==> src/rtl/cordic_log_scale.sv <==
// Post-scaler for the CORDIC log core: multiplies ln(x)/2 by a programmable
// fix32_24 coefficient, rounds, saturates and buffers results in a small FIFO.
module cordic_log_scale #(
   parameter int unsigned DEPTH    = 4,
   parameter logic [31:0] COEF_RST = 32'h0200_0000
) (
   input  logic                     i_clk,
   input  logic                     i_arstn,
   input  logic                     i_valid,
   input  logic [31:0]              i_data,
   input  logic                     i_coef_we,
   input  logic [31:0]              i_coef,
   input  logic                     i_flag_clr,
   output logic                     o_valid,
   input  logic                     i_ready,
   output logic [31:0]              o_data,
   output logic                     o_overflow,
   output logic                     o_sat,
   output logic [$clog2(DEPTH):0]   o_count
);

   localparam int unsigned AW = $clog2(DEPTH);
   localparam int unsigned CW = AW + 1;

   logic [31:0]        coef_q;
   logic signed [63:0] p1_d, p1_q;
   logic               v1_q;

   logic signed [63:0] r_full;
   logic               clamp_hi, clamp_lo;
   logic [31:0]        res_d, res_q;
   logic               v2_q;

   logic [31:0]        mem_q [DEPTH];
   logic [AW-1:0]      wr_ptr_q, rd_ptr_q;
   logic [CW-1:0]      count_q, count_d;
   logic               full, rd_en, wr_en, drop;
   logic               sat_q, ovf_q;

   // Full-precision Q16.48 product of sample and the coefficient held before this edge
   always_comb begin
      p1_d = $signed({{32{i_data[31]}}, i_data}) * $signed({{32{coef_q[31]}}, coef_q});
   end

   // Stage 1: coefficient register and multiplier pipeline register
   always_ff @(posedge i_clk or negedge i_arstn) begin
      if (!i_arstn) begin
         coef_q <= COEF_RST;
         p1_q   <= '0;
         v1_q   <= 1'b0;
      end else begin
         if (i_coef_we) coef_q <= i_coef;
         v1_q <= i_valid;
         if (i_valid) p1_q <= p1_d;
      end
   end

   // Round half up back to fix32_24 and clamp to the signed 32-bit range
   always_comb begin
      r_full   = (p1_q + 64'sd8388608) >>> 24;
      clamp_hi = !r_full[63] && (|r_full[62:31]);
      clamp_lo = r_full[63] && !(&r_full[62:31]);
      res_d    = r_full[31:0];
      if (clamp_hi) res_d = 32'h7FFF_FFFF;
      if (clamp_lo) res_d = 32'h8000_0000;
   end

   // Stage 2: registered, saturated result awaiting FIFO write
   always_ff @(posedge i_clk or negedge i_arstn) begin
      if (!i_arstn) begin
         res_q <= '0;
         v2_q  <= 1'b0;
      end else begin
         v2_q <= v1_q;
         if (v1_q) res_q <= res_d;
      end
   end

   // FIFO handshake decode; a read at full frees the slot the write lands in
   always_comb begin
      full    = (count_q == CW'(DEPTH));
      rd_en   = o_valid && i_ready;
      wr_en   = v2_q && (!full || rd_en);
      drop    = v2_q && full && !rd_en;
      count_d = count_q;
      unique case ({wr_en, rd_en})
         2'b10:   count_d = count_q + 1'b1;
         2'b01:   count_d = count_q - 1'b1;
         default: count_d = count_q;
      endcase
   end

   // FIFO storage, power-of-two pointers wrap naturally
   always_ff @(posedge i_clk or negedge i_arstn) begin
      if (!i_arstn) begin
         for (int i = 0; i < DEPTH; i++) mem_q[i] <= '0;
         wr_ptr_q <= '0;
         rd_ptr_q <= '0;
         count_q  <= '0;
      end else begin
         if (wr_en) begin
            mem_q[wr_ptr_q] <= res_q;
            wr_ptr_q        <= wr_ptr_q + 1'b1;
         end
         if (rd_en) rd_ptr_q <= rd_ptr_q + 1'b1;
         count_q <= count_d;
      end
   end

   // Sticky flags; a set event on the clearing edge wins
   always_ff @(posedge i_clk or negedge i_arstn) begin
      if (!i_arstn) begin
         sat_q <= 1'b0;
         ovf_q <= 1'b0;
      end else begin
         sat_q <= (v1_q && (clamp_hi || clamp_lo)) || (sat_q && !i_flag_clr);
         ovf_q <= drop || (ovf_q && !i_flag_clr);
      end
   end

   // Output drive straight from registers
   always_comb begin
      o_valid    = (count_q != '0);
      o_data     = mem_q[rd_ptr_q];
      o_count    = count_q;
      o_overflow = ovf_q;
      o_sat      = sat_q;
   end

endmodule

==> config.mk <==
export PLATFORM = sky130hd
export DESIGN_NAME = cordic_log_scale
export DESIGN_NICKNAME = d
export VERILOG_FILES = /design/src/rtl/cordic_log_scale.sv
export SDC_FILE = /design/constraint.sdc
export NUM_CORES = 2
export LEC_CHECK = 0
export CAP_MARGIN = 40
export CORE_MARGIN = 2
export CORE_UTILIZATION = 32
export CTS_CLUSTER_DIAMETER = 30
export CTS_CLUSTER_SIZE = 16
export DETAILED_ROUTE_END_ITERATION = 8
export HOLD_SLACK_MARGIN = 0.03
export PLACE_DENSITY = 0.56
export SETUP_SLACK_MARGIN = 0.5
export SLEW_MARGIN = 20
export SYNTH_ARGS = -nofsm -noshare
export SYNTH_HDL_FRONTEND = slang
export SYNTH_SLANG_ARGS = --single-unit
==> constraint.sdc <==
create_clock -name i_clk -period 10.63 [get_ports i_clk]
set_clock_uncertainty 0.2 [all_clocks]
set_input_delay 3.189 -clock i_clk [delete_from_list [all_inputs] [get_ports i_clk]]
set_output_delay 3.189 -clock i_clk [all_outputs]
set_load 0.03 [all_outputs]
==> reports/metrics.yaml <==
h-tree-depth: 3
clock-sinks: 244
synthAdderAreaFrac_pct: 51.20
ys.flop_type: "dfrtp_1"
hold_viol_final: 0
drtIter0Drc: 1878
hold_path_class: "flip-flop to flip-flop"
criticalPathCategory: "input port to flip-flop"
viasPerCell: 4.688
cap_violations: 0
hold_end: "mem_q[95]"
synth-simple-area-share_pct: 13.84
ant_nets: 0
cts_max_path_buffers: 3
r2r_end: "p1_q[63]"
syn_nets: 5962
cp-end-kind: "flip-flop"
insertion_delay_ns: 0.64
worstPathCellList: "clkdlybuf4s50_1 > buf_6 > buf_6 > nand2_1 > fa_1 > fa_1 > inv_1 > fa_1 > fa_1 > fa_1 > fa_1 > fa_2 > inv_2 > fa_1 > inv_1 > ha_4 > nand2_1 > o41ai_4 > a311o_1 > inv_2 > a2111oi_4 > buf_4 > o21ai_2 > o311ai_1"
syn_inst: 4624
post_dp_cell_area_um2: 52820
status: "finished clean"
synth_compound_area_share_pct: 4.372
r2r_cells: 26
cts_root_buf: "clkbuf_16"
track_usage_pct: 18.43
synth_xor_area_share_pct: 1.514
grt_pass1_vias: 36500
max_freq_mhz: 99.07
vias: 32640
syn-cell-area_um2: 46850
cts_hold_buffers: 0
routabilityCongestion: 0.9026
antennaDiodeCount: 0
pin_count: 108
drt-total-wl_um: 135200
dr.pass1.iters: 5
synth_area_per_cell_um2: 10.13
drive_gt1_share_pct: 20.79
crit_family: "adder cells"
die_w_um: 386.6
crit_top_cell: "fa_1"
yosys_warnings: 0
critical-path-max-stage-delay_ns: 0.64
clk_pin_slew_worst_paths_ns: 0.04
cp_num_buf_inv: 8
hold_depth: 2
synth_cell_types: 80
synth_seq_area_share_pct: 13.04
grt.overflow.total: 0
synth-seq-cells: 244
nets: 6332
final_max_slew_viol_count: 0
synth-edff-count: 0
dp_hpwl_um: 107200
r2r_setup_slack_ns: 2.32
wl_per_cell_um: 19.42
rsz0062_at_grt: "yes"
cts_tree: "yes"
hold_start: "mem_q[95]"
setup_viol: 0
rows: 140
antenna_found_initial: 3
final_area_um2: 57310
finalCritPeriodShare_pct: 94.96
worstMarginPinSlew_ns: 0.9909
layout_commonest_cell: "fa_1"
required_ns: 10.93
relSlewSlack_pct: 33.94
coreArea_um2: 145600
die_y_um: 386.6
r2r-start: "coef_q[2]"
crit_slowest_cell: "fa_2"
synthMuxAreaShare_pct: 5.838
cp.arrival_ns: 10.40
start_util_pct: 32.18
cp.depth: 24
cp_max_fo: 8
grt_pass1_wl_um: 213300
period_needed_ns: 10.09
die_area_um2: 149500
utilization_pct: 39.37
cts-buffers-inserted: 66
layout_common_cells: "fa_1, inv_1, nand2_1"
async_flop_share_pct: 100.0
port_buffers: 107
synth_top_family_by_area: "adder cells"
drc_errors: 0
grt_max_degree: 167
worstSetupStartpointType: "input port"
area_growth_pct: 22.33
logic make-up after synthesis:
kind of cell,Yosys count
AO/OA/AOI/OAI,258
multiplexers,211
XOR/XNOR,81
flip-flops,244
buffers and inverters,1262
AND/OR/NAND/NOR,1300
adder cells (fa/ha/maj),1268
timing repair:
action / 4_1_cts / 5_1_grt
endpoints found under the setup margin: 35 / 34
gates cloned: 6 / 6
resized for setup: 152 / 195
pin swaps: 86 / 164
setup buffers: 36 / 24
how the worst max path moves through the flow:
stage	from	end	slack [ns]
floorplan	i_data[31]	p1_q[63]	0.27
global placement	i_data[9]	p1_q[61]	-0.70
detailed placement	i_data[9]	p1_q[59]	-0.74
CTS	i_data[17]	p1_q[41]	0.47
global route	i_data[9]	p1_q[60]	0.32
finish	i_data[26]	p1_q[60]	0.54
cells in the mapped netlist, drive strengths merged, types with 3 or more instances:
cell,n,share of area [%]
or2,6,0.085
a221oi,3,0.093
a21o,27,0.43
xnor2,47,0.88
mux2,178,4.3
clkbuf,231,1.9
fa,1082,46
ha,186,5.0
a31oi,9,0.12
nand2,565,4.5
a221o,5,0.11
a21oi,53,0.58
a22oi,3,0.048
and4,7,0.14
a211oi,9,0.14
o21ai,51,0.54
xor2,34,0.64
o21bai,5,0.080
o2111ai,5,0.093
nand4,20,0.30
buf,23,0.28
a2111oi,4,0.10
or3,4,0.053
a311oi,31,0.98
and2,506,6.8
nor2,97,0.78
o21a,8,0.13
o2111a,5,0.12
and3,17,0.23
o311ai,8,0.17
nor3,14,0.15
nand2b,13,0.17
nand3,36,0.38
dfrtp,243,13
o31ai,4,0.064
mux4,32,1.5
nor2b,9,0.12
inv,1006,8.1
o211ai,9,0.14
cell type report:
type / count / area (um2)
clock buffer: 82 / 1832
clock inverter: 38 / 568.0
fill: 14170 / 88250
inverter: 1008 / 3787
multi-input combinational: 3118 / 36970
sequential: 244 / 6121
tap: 1917 / 2399
timing repair buffer: 556 / 5634
worst register-to-register path: stages (launching register included):
cell and delay (ns):
dfrtp_1 0.68, buf_4 0.43, nand2_1 0.17, inv_2 0.09
fa_1 0.44, fa_1 0.56, fa_2 0.55, buf_12 0.19
fa_2 0.69, clkinvlp_4 0.20, buf_12 0.16, buf_4 0.13
fa_1 0.47, inv_1 0.05, fa_1 0.52, inv_1 0.05
fa_1 0.47, inv_1 0.05, fa_1 0.45, ha_1 0.33
a21o_1 0.21, a21oi_2 0.11, o21ai_1 0.07, a21o_1 0.16
a221o_1 0.32, or3_1 0.34, a31oi_1 0.16
metrics by stage:
stage	setup TNS, ns	cells	hold slack (ns)	setup slack, ns
floorplan	0	4624	0.1720	0.2711
global placement	-15.04	6757	0.2571	-0.6971
detailed placement	-17.63	6765	0.2739	-0.7378
CTS	0	6927	0.2837	0.4668
global route	0	6963	0.3097	0.3219
finish	0	6963	0.2806	0.5356
metal layers:
layer / routed length (um) / up-vias / part of all wire [%] / GRT usage [%]
li1: - / 14530 / - / -
met2: 63200 / 838 / 47 / 29.90
met4: 2857 / 0 / 2.1 / 4.770
met5: 0 / - / 0 / 0
met3: 8405 / 158 / 6.2 / 3.341
met1: 60750 / 17120 / 45 / 25.38
sequential cells by signal, summed over array words and instances (netlist names):
| signal | count |
|---|---|
| o_sat | 1 |
| mem_q | 128 |
| p1_q | 41 |
| rd_ptr_q | 2 |
| v2_q | 1 |
| v1_q | 1 |
| o_count | 3 |
| coef_q | 32 |
| wr_ptr_q | 2 |
| o_overflow | 1 |
| res_q | 32 |
Power is left out: the tool's default activity adds up to more than one toggle a clock period on the data nets, which glitch-free logic cannot reach.
